--- src/rtl/mips_pkg.sv ---
// Shared definitions for the MIPS fetch path: text segment geometry,
// fetch FSM encoding and the IF/ID pipeline bundle.
package mips_pkg;

  localparam logic [31:0] TEXT_BASE  = 32'h0000_3000;
  localparam int          IM_WORDS   = 4096;
  localparam logic [31:0] NOP_WORD   = 32'h0000_0000;
  // First address past the end of instruction memory.
  localparam logic [31:0] TEXT_LIMIT = TEXT_BASE + 32'(4 * IM_WORDS);

  typedef enum logic [1:0] {
    BOOT,
    RUN,
    HALT
  } fetch_state_e;

  typedef struct packed {
    logic [31:0] instr;
    logic [31:0] pc;
    logic [31:0] pc8;
    logic        valid;
  } ifid_t;

  // A fetch address is illegal if misaligned or outside the text segment.
  function automatic logic fetch_addr_bad(input logic [31:0] pc);
    return (pc[1:0] != 2'b00) || (pc < TEXT_BASE) || (pc >= TEXT_LIMIT);
  endfunction

endpackage

--- src/rtl/fetch_ctrl_if.sv ---
// Fetch-stage bundle: D-stage control in, instruction memory port,
// IF/ID contents and fault status out.
interface fetch_ctrl_if;

  logic        stall_d;
  logic        redir_valid;
  logic [31:0] redir_pc;
  logic        flush;
  logic [31:0] flush_pc;
  logic [31:0] im_instr;
  logic [31:0] im_pc;
  logic [31:0] instr_d;
  logic [31:0] pc_d;
  logic [31:0] pc8_d;
  logic        valid_d;
  logic        fetch_fault;
  logic [31:0] fault_pc;

  // Pipeline / memory side: drives control and returns instructions.
  modport master (
    output stall_d, redir_valid, redir_pc, flush, flush_pc, im_instr,
    input  im_pc, instr_d, pc_d, pc8_d, valid_d, fetch_fault, fault_pc
  );

  // Fetch controller side.
  modport slave (
    input  stall_d, redir_valid, redir_pc, flush, flush_pc, im_instr,
    output im_pc, instr_d, pc_d, pc8_d, valid_d, fetch_fault, fault_pc
  );

endinterface

--- src/rtl/fetch_ctrl_ifid_reg.sv ---
// IF/ID pipeline register. Clear wins over load; with neither asserted
// the contents hold (stall or no capture this cycle).
module ifid_reg
  import mips_pkg::*;
(
  input  logic        clk,
  input  logic        reset,
  input  logic        clr_i,
  input  logic        load_i,
  input  logic [31:0] instr_i,
  input  logic [31:0] pc_i,
  output ifid_t       ifid_o
);

  ifid_t ifid_q;

  // Reset to a bubble at the boot PC, clear inserts a NOP, load captures.
  always_ff @(posedge clk) begin
    if (reset) begin
      ifid_q <= '{instr: NOP_WORD, pc: TEXT_BASE, pc8: TEXT_BASE + 32'd8, valid: 1'b0};
    end else if (clr_i) begin
      ifid_q.instr <= NOP_WORD;
      ifid_q.valid <= 1'b0;
    end else if (load_i) begin
      ifid_q <= '{instr: instr_i, pc: pc_i, pc8: pc_i + 32'd8, valid: 1'b1};
    end
  end

  assign ifid_o = ifid_q;

endmodule

--- src/rtl/fetch_ctrl.sv ---
// Instruction fetch controller: owns the PC, presents it to the ROM,
// captures the returned word into IF/ID and handles stall, redirect
// (with one delay slot), flush and fetch-address faults.
module fetch_ctrl
  import mips_pkg::*;
(
  input  logic         clk,
  input  logic         reset,
  fetch_ctrl_if.slave  bus
);

  fetch_state_e state_q, state_d;
  logic [31:0]  fpc_q, fpc_d;
  logic         fault_q, fault_d;
  logic [31:0]  fault_pc_q, fault_pc_d;
  logic         ifid_clr, ifid_load;
  ifid_t        ifid;

  // State, PC and fault status registers.
  always_ff @(posedge clk) begin
    if (reset) begin
      state_q    <= BOOT;
      fpc_q      <= TEXT_BASE;
      fault_q    <= 1'b0;
      fault_pc_q <= 32'h0;
    end else begin
      state_q    <= state_d;
      fpc_q      <= fpc_d;
      fault_q    <= fault_d;
      fault_pc_q <= fault_pc_d;
    end
  end

  // Next-state: flush > stall > fault on capture > redirect > sequential.
  always_comb begin
    state_d    = state_q;
    fpc_d      = fpc_q;
    fault_d    = fault_q;
    fault_pc_d = fault_pc_q;
    ifid_clr   = 1'b0;
    ifid_load  = 1'b0;
    unique case (state_q)
      BOOT: state_d = RUN;
      RUN: begin
        if (bus.flush) begin
          fpc_d    = bus.flush_pc;
          ifid_clr = 1'b1;
        end else if (bus.stall_d) begin
          // Hold everything; D re-presents any redirect after the stall.
          fpc_d = fpc_q;
        end else if (fetch_addr_bad(fpc_q)) begin
          fault_d    = 1'b1;
          fault_pc_d = fpc_q;
          ifid_clr   = 1'b1;
          state_d    = HALT;
        end else begin
          // The word at the current PC is the delay slot on a redirect.
          ifid_load = 1'b1;
          fpc_d     = bus.redir_valid ? bus.redir_pc : fpc_q + 32'd4;
        end
      end
      HALT: begin
        ifid_clr = 1'b1;
        if (bus.flush) begin
          fpc_d   = bus.flush_pc;
          fault_d = 1'b0;
          state_d = RUN;
        end
      end
      default: state_d = BOOT;
    endcase
  end

  ifid_reg u_ifid (
    .clk     (clk),
    .reset   (reset),
    .clr_i   (ifid_clr),
    .load_i  (ifid_load),
    .instr_i (bus.im_instr),
    .pc_i    (fpc_q),
    .ifid_o  (ifid)
  );

  assign bus.im_pc       = fpc_q;
  assign bus.instr_d     = ifid.instr;
  assign bus.pc_d        = ifid.pc;
  assign bus.pc8_d       = ifid.pc8;
  assign bus.valid_d     = ifid.valid;
  assign bus.fetch_fault = fault_q;
  assign bus.fault_pc    = fault_pc_q;

endmodule

--- src/flat_wrapper.sv ---
// flat-port wrapper written by rule: the top's interface ports become plain ports
module fetch_ctrl_flat import mips_pkg::*;
  (clk, reset, bus_stall_d, bus_redir_valid, bus_redir_pc, bus_flush, bus_flush_pc, bus_im_instr, bus_im_pc, bus_instr_d, bus_pc_d, bus_pc8_d, bus_valid_d, bus_fetch_fault, bus_fault_pc);
  fetch_ctrl_if bus_i ();
  input  logic clk;
  input  logic reset;
  input wire logic [$bits(bus_i.stall_d)-1:0] bus_stall_d;
  input wire logic [$bits(bus_i.redir_valid)-1:0] bus_redir_valid;
  input wire logic [$bits(bus_i.redir_pc)-1:0] bus_redir_pc;
  input wire logic [$bits(bus_i.flush)-1:0] bus_flush;
  input wire logic [$bits(bus_i.flush_pc)-1:0] bus_flush_pc;
  input wire logic [$bits(bus_i.im_instr)-1:0] bus_im_instr;
  output wire logic [$bits(bus_i.im_pc)-1:0] bus_im_pc;
  output wire logic [$bits(bus_i.instr_d)-1:0] bus_instr_d;
  output wire logic [$bits(bus_i.pc_d)-1:0] bus_pc_d;
  output wire logic [$bits(bus_i.pc8_d)-1:0] bus_pc8_d;
  output wire logic [$bits(bus_i.valid_d)-1:0] bus_valid_d;
  output wire logic [$bits(bus_i.fetch_fault)-1:0] bus_fetch_fault;
  output wire logic [$bits(bus_i.fault_pc)-1:0] bus_fault_pc;
  assign bus_i.stall_d = bus_stall_d;
  assign bus_i.redir_valid = bus_redir_valid;
  assign bus_i.redir_pc = bus_redir_pc;
  assign bus_i.flush = bus_flush;
  assign bus_i.flush_pc = bus_flush_pc;
  assign bus_i.im_instr = bus_im_instr;
  assign bus_im_pc = bus_i.im_pc;
  assign bus_instr_d = bus_i.instr_d;
  assign bus_pc_d = bus_i.pc_d;
  assign bus_pc8_d = bus_i.pc8_d;
  assign bus_valid_d = bus_i.valid_d;
  assign bus_fetch_fault = bus_i.fetch_fault;
  assign bus_fault_pc = bus_i.fault_pc;
  fetch_ctrl u_core (.clk(clk), .reset(reset), .bus(bus_i));
endmodule
--- config.mk ---
export PLATFORM = sky130hd
export DESIGN_NAME = fetch_ctrl_flat
export DESIGN_NICKNAME = d
export VERILOG_FILES = /design/src/rtl/mips_pkg.sv /design/src/rtl/fetch_ctrl_if.sv /design/src/rtl/fetch_ctrl_ifid_reg.sv /design/src/rtl/fetch_ctrl.sv /design/src/flat_wrapper.sv
export SDC_FILE = /design/constraint.sdc
export NUM_CORES = 1
export LEC_CHECK = 0
export ABC_AREA = 1
export BUFFER_PORTS_ARGS = -buffer_cell sky130_fd_sc_hd__buf_2
export CORE_MARGIN = 2
export CORE_UTILIZATION = 40
export CTS_CLUSTER_DIAMETER = 200
export DETAILED_ROUTE_END_ITERATION = 6
export PLACE_DENSITY = 0.71
export SLEW_MARGIN = 20
export SYNTH_ARGS = -nofsm -noshare
export SYNTH_HDL_FRONTEND = slang
export SYNTH_SLANG_ARGS = --single-unit
--- constraint.sdc ---
create_clock -name clk -period 4.6 [get_ports clk]
set_clock_uncertainty 0.1 [all_clocks]
set_input_delay 0.92 -clock clk [delete_from_list [all_inputs] [get_ports clk]]
set_output_delay 0.92 -clock clk [all_outputs]
set_load 0.02 [all_outputs]
==> impl_metrics.json, run 1 <==
{
  "final-setup-viol-count": 0,
  "numCtsBuffers": 17,
  "status": "completed",
  "syn_area_sq_um": 7690,
  "m1WireLength_um": 10700,
  "die_y_um": 143,
  "syn_inst": 1201,
  "path_class": "in -> reg",
  "htree_levels": 4,
  "rsz0062_at_grt": "no",
  "crit_chain": "buf_2 -> nor2_1 -> buf_4 -> nand2_1 -> nand2_2 -> nand2_2 -> a21oi_1",
  "first_global_vias": 7265,
  "cts_setup_buffers": 0,
  "dieArea_sq_um": 20300,
  "gp_congestion": 0.929,
  "async_flop_share_pct": 0,
  "fin_ws_ns": 1.58,
  "worst-slew-pin-transition_ns": 0.936,
  "slew_violations": 0,
  "synth_edf_count": 0,
  "ys_ff_latch": 161,
  "end_kind": "flop",
  "vias_per_cell": 4.95,
  "start_util_pct": 41.0,
  "grt_overflow": 0,
  "ys_seq_area_share_pct": 41.9,
  "pwr-share-seq_pct": 40.0,
  "highest_layer": "met4",
  "synth_nets": 1308,
  "final_antenna_net_count": 0,
  "relSlewSlack_pct": 37.5,
  "path_clk_slew_ns": 0.07,
  "arrival_ns": 3.27,
  "clk_latency_ns": 0.43,
  "critPathSlowestCell": "nor2_1",
  "die_x_um": 143,
  "fmax_ghz": 0.331,
  "synth_top_area_share_pct": 41.9,
  "clockBufferDepth": 2,
  "drt_iter0_drc": 627,
  "ys_types": 29,
  "cts_tree": "built",
  "worstHoldStart": "u_core.u_ifid.ifid_o[19]",
  "ios": 263,
  "dp_slack_ns": 1.14,
  "dp_hpwl_um": 17300,
  "synthFlopType": "dfxtp_1",
  "maxCapViolations": 0,
  "core_area_sq_um": 18800,
  "num_vias": 8281,
  "cts_sinks": 161,
  "synth_top_area_cell": "dfxtp_1",
  "drive_gt1_share_pct": 22.0,
  "nNetsFinal": 1533,
  "cts_hold_buf": 0,
  "path_common_cell": "nand2_2",
  "period_minus_slack_ns": 3.02,
  "fin_tns_setup_ns": 0,
  "share_comb_of_total_power_pct": 26.8,
  "wl_per_cell_um": 14.2,
  "p_sw_uw": 1600,
  "reg2reg_from": "u_core.state_q[0]",
  "wl_met3_um": 1890,
  "area_delta_synth_final_pct": 25.4,
  "final_util_pct": 51.4,
  "firstDrtPassIters": 6,
  "finalHoldViolCount": 0,
  "placementRows": 50,
  "yosys_warnings": 0,
  "synth_area_leaders": "dfxtp_1 42%, nand2_1 18%, nor2_1 11%",
  "min_period_over_period_pct": 65.7,
  "pwr-share-clk_pct": 33.2,
  "postCtsResizedCells": 0,
  "power.internal_uw": 2590,
  "port-buffer-count": 262,
  "max_stage_delay_ns": 0.59,
  "drc": 0,
  "p_leak_uw": 0.00476,
  "cts-root-buf": "clkbuf_16",
  "grtUsageTotal_pct": 22.9,
  "nFillCells": 1935,
  "ir_drop_uv": 327,
  "swShare_pct": 38.1,
  "hp-class": "reg -> reg",
  "drt_wl_total_um": 23800,
  "grt_start_max_net_pins": 60,
  "cellPowerDensity_nw_per_um2": 434,
  "cp.required_ns": 4.85,
  "cp-start-kind": "primary input",
  "cp_max_fo": 33,
  "grt_pass1_wl_um": 37000,
  "avgSynthCellArea_sq_um": 6.40,
  "antenna_found_initial": 1,
  "crit_start": "bus_flush",
  "wl_met2_um": 10700
}
[cell usage after synthesis (2+ instances only)]
cell type and instances:
a21oi_1 76, buf_1 5, buf_2 25, buf_4 3, buf_6 6, clkbuf_1 26, dfxtp_1 161, ha_1 6
inv_1 115, inv_2 2, nand2_1 370, nand2_2 6, nand3_1 103, nand4_1 4, nor2_1 218, nor2_4 2
nor3_1 3, o21ai_0 42, o21ai_1 11, xnor2_1 2, xor2_1 7
[sequential cells by signal, indices dropped and copies added (netlist names)]
register                cells
u_core.bus.im_pc           32
u_core.bus.fetch_fault      1
u_core.bus.fault_pc        32
u_core.state_q              2
u_core.u_ifid.ifid_o       94
[layout make-up]
type	instances	area, sq um	area share, %
Timing Repair Buffer	271	1380	14.3
Clock buffer	17	425	4.41
Inverter	118	443	4.59
Tap cell	234	293	3.04
Multi-Input combinational cell	857	3710	38.5
Antenna cell	1	2.50	0.0260
Clock inverter	15	168	1.74
Sequential cell	161	3220	33.4
[per-layer routing]
metal | global-route usage (%) | vias to the layer above
met5 | 0 | -
met4 | 8.86 | 0
met3 | 4.06 | 38
met2 | 36.2 | 364
met1 | 31.2 | 3703
li1 | - | 4176
[critical path, delay by kind of cell]
kind	cells	cell delay, ns
buffers and inverters	2	0.56
AO/OA/AOI/OAI	1	0.28
AND/OR/NAND/NOR	4	1.49
[cells in the final DEF (no fill, tap or decap), types with 2 or more instances in the layout]
master and count:
nand2_1 370, buf_2 262, nor2_1 217, dfxtp_1 161
inv_1 115, nand3_1 103, a21oi_1 76, o21ai_0 42
clkbuf_16 17, o21ai_1 11, buf_4 9, xor2_1 7
nand2_2 6, ha_1 6, nand4_1 4, clkinv_4 4
clkinv_8 4, inv_8 4, nor2_4 3, nor3_1 3
inv_2 2, xnor2_1 2, inv_6 2
[power by group through the flow]
stage	clock network, uW	logic [uW]	registers (uW)
finish	1390	1120	1680
global route	1480	1240	1690
CTS	1430	1110	1670
detailed placement	0	1110	1700
global placement	0	1090	1700
floorplan	0	658	1790
[logic make-up (layout without fill, tap and decap cells)]
kind of cell / after synthesis / count (layout) / synth area share (%)
AO/OA/AOI/OAI: 134 / 134 / 8.98
XOR/XNOR: 9 / 9 / 1.03
adder cells (fa/ha/maj): 6 / 6 / 0.976
buffers and inverters: 183 / 421 / 10.1
flip-flops: 161 / 161 / 41.9
other: 0 / 1 / 0
AND/OR/NAND/NOR: 708 / 708 / 37.0
[per-stage QoR]
step	power [uW]	area (sq um)	hold WS, ns	std cells
floorplan	2450	7690	0.358	1201
global placement	2800	9050	0.324	1641
detailed placement	2810	9050	0.326	1641
CTS	4210	9640	0.338	1673
global route	4420	9640	0.346	1673
finish	4190	9640	0.337	1674
[final timing paths]
kind,slack (ns),cells after the start,end
max,1.58,7,u_core.u_ifid.ifid_o[75]
min,0.34,2,u_core.u_ifid.ifid_o[19]
max reg2reg,1.68,8,u_core.u_ifid.ifid_o[75]
min reg2reg,0.34,2,u_core.u_ifid.ifid_o[19]
Note: power is estimated with default switching activity, not from simulation.
==> inputs of run 2 (changes only) <==
==> constraint.sdc (replaced) <==
create_clock -name clk -period 3.1 [get_ports clk]
set_clock_uncertainty 0.1 [all_clocks]
set_input_delay 0.62 -clock clk [delete_from_list [all_inputs] [get_ports clk]]
set_output_delay 0.62 -clock clk [all_outputs]
set_load 0.02 [all_outputs]
==> run 2 against run 1 <==
Effect of this change: first-iteration DRC count is 8.9% higher; utilization is 0.66 points higher; critical endpoint is now u_core.u_ifid.ifid_o[12]; worst hold slack lost 0.0011 ns; die area is the same; non-clock buffer count grew 10; setup slack worse by 0.84 ns; combinational power is 52% higher; global-route usage is 0.49 points higher; critical path depth up 3; wire length increased by 1.8%; via count hardly changed.
==> impl_metrics.json, run 2 (synthesis gave the netlist of run 1 again) <==
{
  "status": "completed",
  "ios": 263,
  "grt_start_max_net_pins": 58,
  "final-setup-viol-count": 0,
  "worst-slew-pin-transition_ns": 0.956,
  "start_util_pct": 41.0,
  "path_class": "reg -> reg",
  "cts_tree": "built",
  "path_clk_slew_ns": 0.07,
  "p_leak_uw": 0.00483,
  "dp_hpwl_um": 17300,
  "fin_tns_setup_ns": 0,
  "placedCellCount": 1651,
  "final_common_cell": "nand2_1",
  "final_antenna_net_count": 0,
  "wl_per_cell_um": 14.4,
  "finalHoldViolCount": 0,
  "postCtsResizedCells": 0,
  "antenna_found_initial": 1,
  "clk_latency_ns": 0.43,
  "num_vias": 8288,
  "rsz0062_at_grt": "no",
  "drt_wl_total_um": 24200,
  "drc": 0,
  "fin_cells": 1684,
  "min_period_over_period_pct": 76.1,
  "grtUsageTotal_pct": 23.4,
  "fin_ws_ns": 0.741,
  "end_kind": "flop",
  "arrival_ns": 2.58,
  "nFillCells": 1970,
  "first_global_vias": 7400,
  "placementRows": 50,
  "fmax_ghz": 0.424,
  "ir_drop_uv": 500,
  "dieArea_sq_um": 20300,
  "vias_per_cell": 4.92,
  "cellPowerDensity_nw_per_um2": 664,
  "gp_congestion": 0.963,
  "drt_iter0_drc": 683,
  "cp-start-kind": "flop",
  "cts_sinks": 161,
  "grt_overflow": 0,
  "hp-class": "reg -> reg",
  "htree_levels": 4,
  "core_area_sq_um": 18800,
  "area_delta_synth_final_pct": 27.0,
  "drive_gt1_share_pct": 22.5,
  "numCtsBuffers": 17,
  "dp_slack_ns": 0.718,
  "cts-root-buf": "clkbuf_16",
  "clockBufferDepth": 2,
  "largest_reg_flops": 94,
  "relSlewSlack_pct": 36.2,
  "die_y_um": 143,
  "cp.required_ns": 3.32,
  "cts_hold_buf": 0,
  "slew_violations": 0,
  "die_x_um": 143,
  "layout_common_cells": "370 x nand2_1, 262 x buf_2, 217 x nor2_1, 161 x dfxtp_1, 115 x inv_1",
  "cts_setup_buffers": 0,
  "period_minus_slack_ns": 2.36,
  "maxCapViolations": 0,
  "cp_max_fo": 57,
  "grt_pass1_wl_um": 37900,
  "nNetsFinal": 1543,
  "firstDrtPassIters": 5,
  "port-buffer-count": 262
}
run 2: final timing paths:
check,startpoint,endpoint,slack (ns),depth (start not counted)
setup reg to reg,u_core.bus.im_pc[13],u_core.u_ifid.ifid_o[12],0.74,10
hold / removal,u_core.u_ifid.ifid_o[27],u_core.u_ifid.ifid_o[27],0.34,2
setup / recovery,u_core.bus.im_pc[13],u_core.u_ifid.ifid_o[12],0.74,10
hold reg to reg,u_core.u_ifid.ifid_o[27],u_core.u_ifid.ifid_o[27],0.34,2
run 2: through the flow:
step | utilization, % | power (uW) | area, sq um | hold WS (ns)
2_1_floorplan | - | 3630 | 7690 | 0.358
3_3_place_gp | 48.6 | 4190 | 9120 | 0.324
3_5_place_dp | 48.6 | 4200 | 9120 | 0.326
4_1_cts | 52.0 | 6510 | 9760 | 0.325
5_1_grt | 52.0 | 6810 | 9760 | 0.330
6_report | 52.0 | 6490 | 9770 | 0.336
run 2: power by group:
part	total [uW]	internal (uW)	switching, uW
logic	1700	539	1160
registers	2480	2250	234
clock network	2310	1380	929
total	6490	4170	2320
run 2: worst max-delay path, stage by stage (launching register included):
cell	delay, ns
dfxtp_1	0.57
nand2_2	0.17
nand2_1	0.10
nand2_2	0.07
nor2_4	0.13
nand4_2	0.15
nor2_4	0.13
buf_4	0.50
nand3_1	0.17
nand2_1	0.10
nor2_1	0.05
run 2: final cells by class:
cell class                      instances  area [sq um]  area share (%)
Tap cell                              234           293            3.00
Antenna cell                            1          2.50          0.0256
Clock inverter                         14           213            2.18
Timing Repair Buffer                  281          1450            14.9
Clock buffer                           18           429            4.39
Multi-Input combinational cell        857          3710            38.0
Sequential cell                       161          3220            33.0
Inverter                              118           443            4.53
run 2: routing by layer:
metal | GRT usage, % | wire length [um] | up-vias
met2 | 38.4 | 11100 | 332
met3 | 4.26 | 1970 | 32
met4 | 6.46 | 420 | 0
li1 | - | - | 4195
met1 | 31.7 | 10800 | 3729
met5 | 0 | 0 | -
==> inputs of run 3 (changes only) <==
--- a/config.mk
+++ b/config.mk
@@ -5,13 +5,13 @@
 export SDC_FILE = /design/constraint.sdc
 export NUM_CORES = 1
 export LEC_CHECK = 0
-export ABC_AREA = 1
+export ABC_AREA = 0
 export BUFFER_PORTS_ARGS = -buffer_cell sky130_fd_sc_hd__buf_2
 export CORE_MARGIN = 2
 export CORE_UTILIZATION = 40
 export CTS_CLUSTER_DIAMETER = 200
 export DETAILED_ROUTE_END_ITERATION = 6
-export PLACE_DENSITY = 0.71
+export PLACE_DENSITY = 0.74
 export SLEW_MARGIN = 20
 export SYNTH_ARGS = -nofsm -noshare
 export SYNTH_HDL_FRONTEND = slang
==> constraint.sdc (replaced) <==
create_clock -name clk -period 2.16 [get_ports clk]
set_clock_uncertainty 0.1 [all_clocks]
set_input_delay 0.432 -clock clk [delete_from_list [all_inputs] [get_ports clk]]
set_output_delay 0.432 -clock clk [all_outputs]
set_load 0.02 [all_outputs]
==> run 3 against run 2 <==
Effect of this change: non-clock buffer count is 87 higher; setup slack worse by 0.70 ns; sequential share of layout area fell by 1.8 points; sequential cell count is the same; critical endpoint is now u_core.bus.im_pc[26].
==> impl_metrics.json, run 3 <==
{
  "placedCellCount": 1284,
  "dieArea_sq_um": 19500,
  "htree_levels": 4,
  "synthAdderAreaFrac_pct": 1.02,
  "num_vias": 7143,
  "grtUsageTotal_pct": 24.5,
  "vias_per_cell": 5.38,
  "p_sw_uw": 2950,
  "grt_overflow": 0,
  "nFillCells": 1576,
  "synth_edf_count": 0,
  "swShare_pct": 33.4,
  "numCtsBuffers": 17,
  "holdWs_ns": 0.170,
  "grt_pass1_wl_um": 38200,
  "yosysMostFrequentCell": "dfxtp_1",
  "period_minus_slack_ns": 2.12,
  "synth_compound_area_share_pct": 14.5,
  "rsz0062_at_grt": "yes",
  "clockBufferDepth": 2,
  "pwr-share-seq_pct": 37.2,
  "p_leak_uw": 0.00470,
  "path_clk_slew_ns": 0.07,
  "start_util_pct": 40.9,
  "firstDrtPassIters": 5,
  "drt_wl_total_um": 24700,
  "placementRows": 49,
  "pwr-share-clk_pct": 35.1,
  "drt_iter0_drc": 462,
  "die_x_um": 140,
  "ys_ff_latch": 161,
  "status": "completed",
  "cp_max_fo": 5,
  "relSlewSlack_pct": 61.8,
  "share_comb_of_total_power_pct": 27.7,
  "cts-root-buf": "clkbuf_16",
  "cts_tree": "built",
  "fmax_ghz": 0.471,
  "syn_area_sq_um": 7370,
  "synth_area_leaders": "dfxtp_1 44%, mux2i_1 11%, nor3_2 3.9%",
  "cp.required_ns": 2.39,
  "syn_inst": 768,
  "cts_sinks": 161,
  "yosys_warnings": 0,
  "clk_latency_ns": 0.43,
  "ios": 263,
  "synth_top_area_cell": "dfxtp_1",
  "synthFlopType": "dfxtp_1",
  "worst-slew-pin-transition_ns": 0.571,
  "layout_common_cells": "262 x buf_2, 154 x dfxtp_1, 89 x buf_4, 80 x mux2i_1, 73 x nor2_1",
  "synth_top_family_by_area": "simple AND/OR/NAND/NOR gates",
  "synth-simple-area-share_pct": 21.9,
  "die_y_um": 140,
  "end_kind": "flop",
  "antenna_found_initial": 2,
  "async_flop_share_pct": 0,
  "ys_types": 64,
  "finalHoldViolCount": 0,
  "grt_start_max_net_pins": 43,
  "core_area_sq_um": 18000,
  "dp_hpwl_um": 17800,
  "power.internal_uw": 5890,
  "area_delta_synth_final_pct": 40.5,
  "hp-class": "in -> reg",
  "largest_reg_flops": 94,
  "drc": 0,
  "slew_violations": 0,
  "maxCapViolations": 0,
  "synth_top_area_share_pct": 43.7,
  "final_antenna_net_count": 0,
  "nNetsFinal": 1191,
  "final-setup-viol-count": 0,
  "min_period_over_period_pct": 98.3,
  "cellPowerDensity_nw_per_um2": 854,
  "synth_xor_area_share_pct": 2.02,
  "arrival_ns": 2.35,
  "ir_drop_uv": 719,
  "final_common_cell": "buf_2",
  "ys_seq_area_share_pct": 43.7,
  "wl_per_cell_um": 18.6,
  "avgSynthCellArea_sq_um": 9.60,
  "port-buffer-count": 262,
  "synthTopCellsByCount": "161 x dfxtp_1, 83 x mux2i_1, 75 x nor2_1, 47 x nand2_1, 37 x and2_1",
  "drive_gt1_share_pct": 43.0,
  "muxShareOfSynthArea_pct": 11.3,
  "cp-start-kind": "flop",
  "fin_cells": 1327,
  "first_global_vias": 7026,
  "synth_nets": 875,
  "gp_congestion": 0.955,
  "path_class": "reg -> reg",
  "cts_hold_buf": 0
}
-- run 3: changes by cell type after synthesis, sizes merged, moves of 36 or more --
cell   change
a21oi     -55
and2      +37
inv      -106
mux2i     +83
nand2    -330
nand3     -92
nor2     -144
nor3      +39
o21ai     -36
-- run 3: final cells by class --
| cell class | instances | area (sq um) | area share [%] |
|---|---|---|---|
| Clock inverter | 14 | 171 | 1.66 |
| Antenna cell | 1 | 2.50 | 0.0242 |
| Timing Repair Buffer | 368 | 2300 | 22.2 |
| Tap cell | 229 | 287 | 2.77 |
| Multi-Input combinational cell | 525 | 3890 | 37.6 |
| Clock buffer | 18 | 429 | 4.14 |
| Sequential cell | 161 | 3230 | 31.2 |
| Inverter | 11 | 41.3 | 0.399 |
-- run 3: path summary, 6_finish.rpt --
kind / from / to / slack (ns) / cells past startpoint
worst max-delay path: u_core.bus.im_pc[3] / u_core.bus.im_pc[26] / 0.04 / 7
worst max register to register: u_core.bus.im_pc[3] / u_core.bus.im_pc[26] / 0.04 / 7
worst min register to register: u_core.bus.fetch_fault / u_core.bus.fetch_fault / 0.35 / 2
worst min-delay path: bus_flush_pc[8] / u_core.bus.im_pc[8] / 0.17 / 3
-- run 3: per-layer routing --
layer  track usage, %  vias to the layer above  share of wire (%)
met5                0                        -              0.053
met4             10.2                        2                3.7
met3             6.26                       67                8.2
met2             39.9                      368                 47
met1             31.1                     3291                 41
li1                 -                     3415                  -
-- run 3: power by group through the flow --
| stage | clock, uW | combinational (uW) | sequential [uW] |
|---|---|---|---|
| floorplan | 0 | 1120 | 3530 |
| global placement | 0 | 2270 | 3340 |
| detailed placement | 0 | 2300 | 3350 |
| CTS | 3140 | 2350 | 3280 |
| global route | 3270 | 2600 | 3310 |
| finish | 3100 | 2450 | 3290 |
-- run 3: cell families after synthesis --
logic type / count (synthesis)
and+or+nand+nor: 274
DFF: 161
AOI/OAI and AO/OA: 145
muxes: 83
buffers and inverters: 82
xor gates and xnor gates: 17
adders and majority gates: 6
-- run 3: what timing repair did --
action                                  CTS  global route
gates cloned                              1             3
gates resized for setup                   6            29
pin swaps                                 6             7
setup buffers                             5             1
endpoints found under the setup margin   71            69
-- run 3: critical path, cell delays in order (launching register included) --
cell	delay [ns]
dfxtp_2	0.36
ha_1	0.21
nand3_2	0.18
nor4_4	0.28
buf_4	0.18
a211oi_1	0.08
or3_1	0.39
a311oi_1	0.25
-- run 3: per-stage QoR --
step	util [%]	power, uW	setup slack, ns	setup TNS [ns]	cell area, sq um
2_1_floorplan	-	4650	-0.0213	-0.560	7410
3_3_place_gp	52.6	5620	-0.00132	-0.00242	9480
3_5_place_dp	52.6	5640	-0.0525	-0.393	9480
4_1_cts	56.4	8780	-0.00721	-0.00721	10200
5_1_grt	57.5	9180	-0.0473	-0.0827	10400
6_report	57.5	8840	0.0375	0	10400
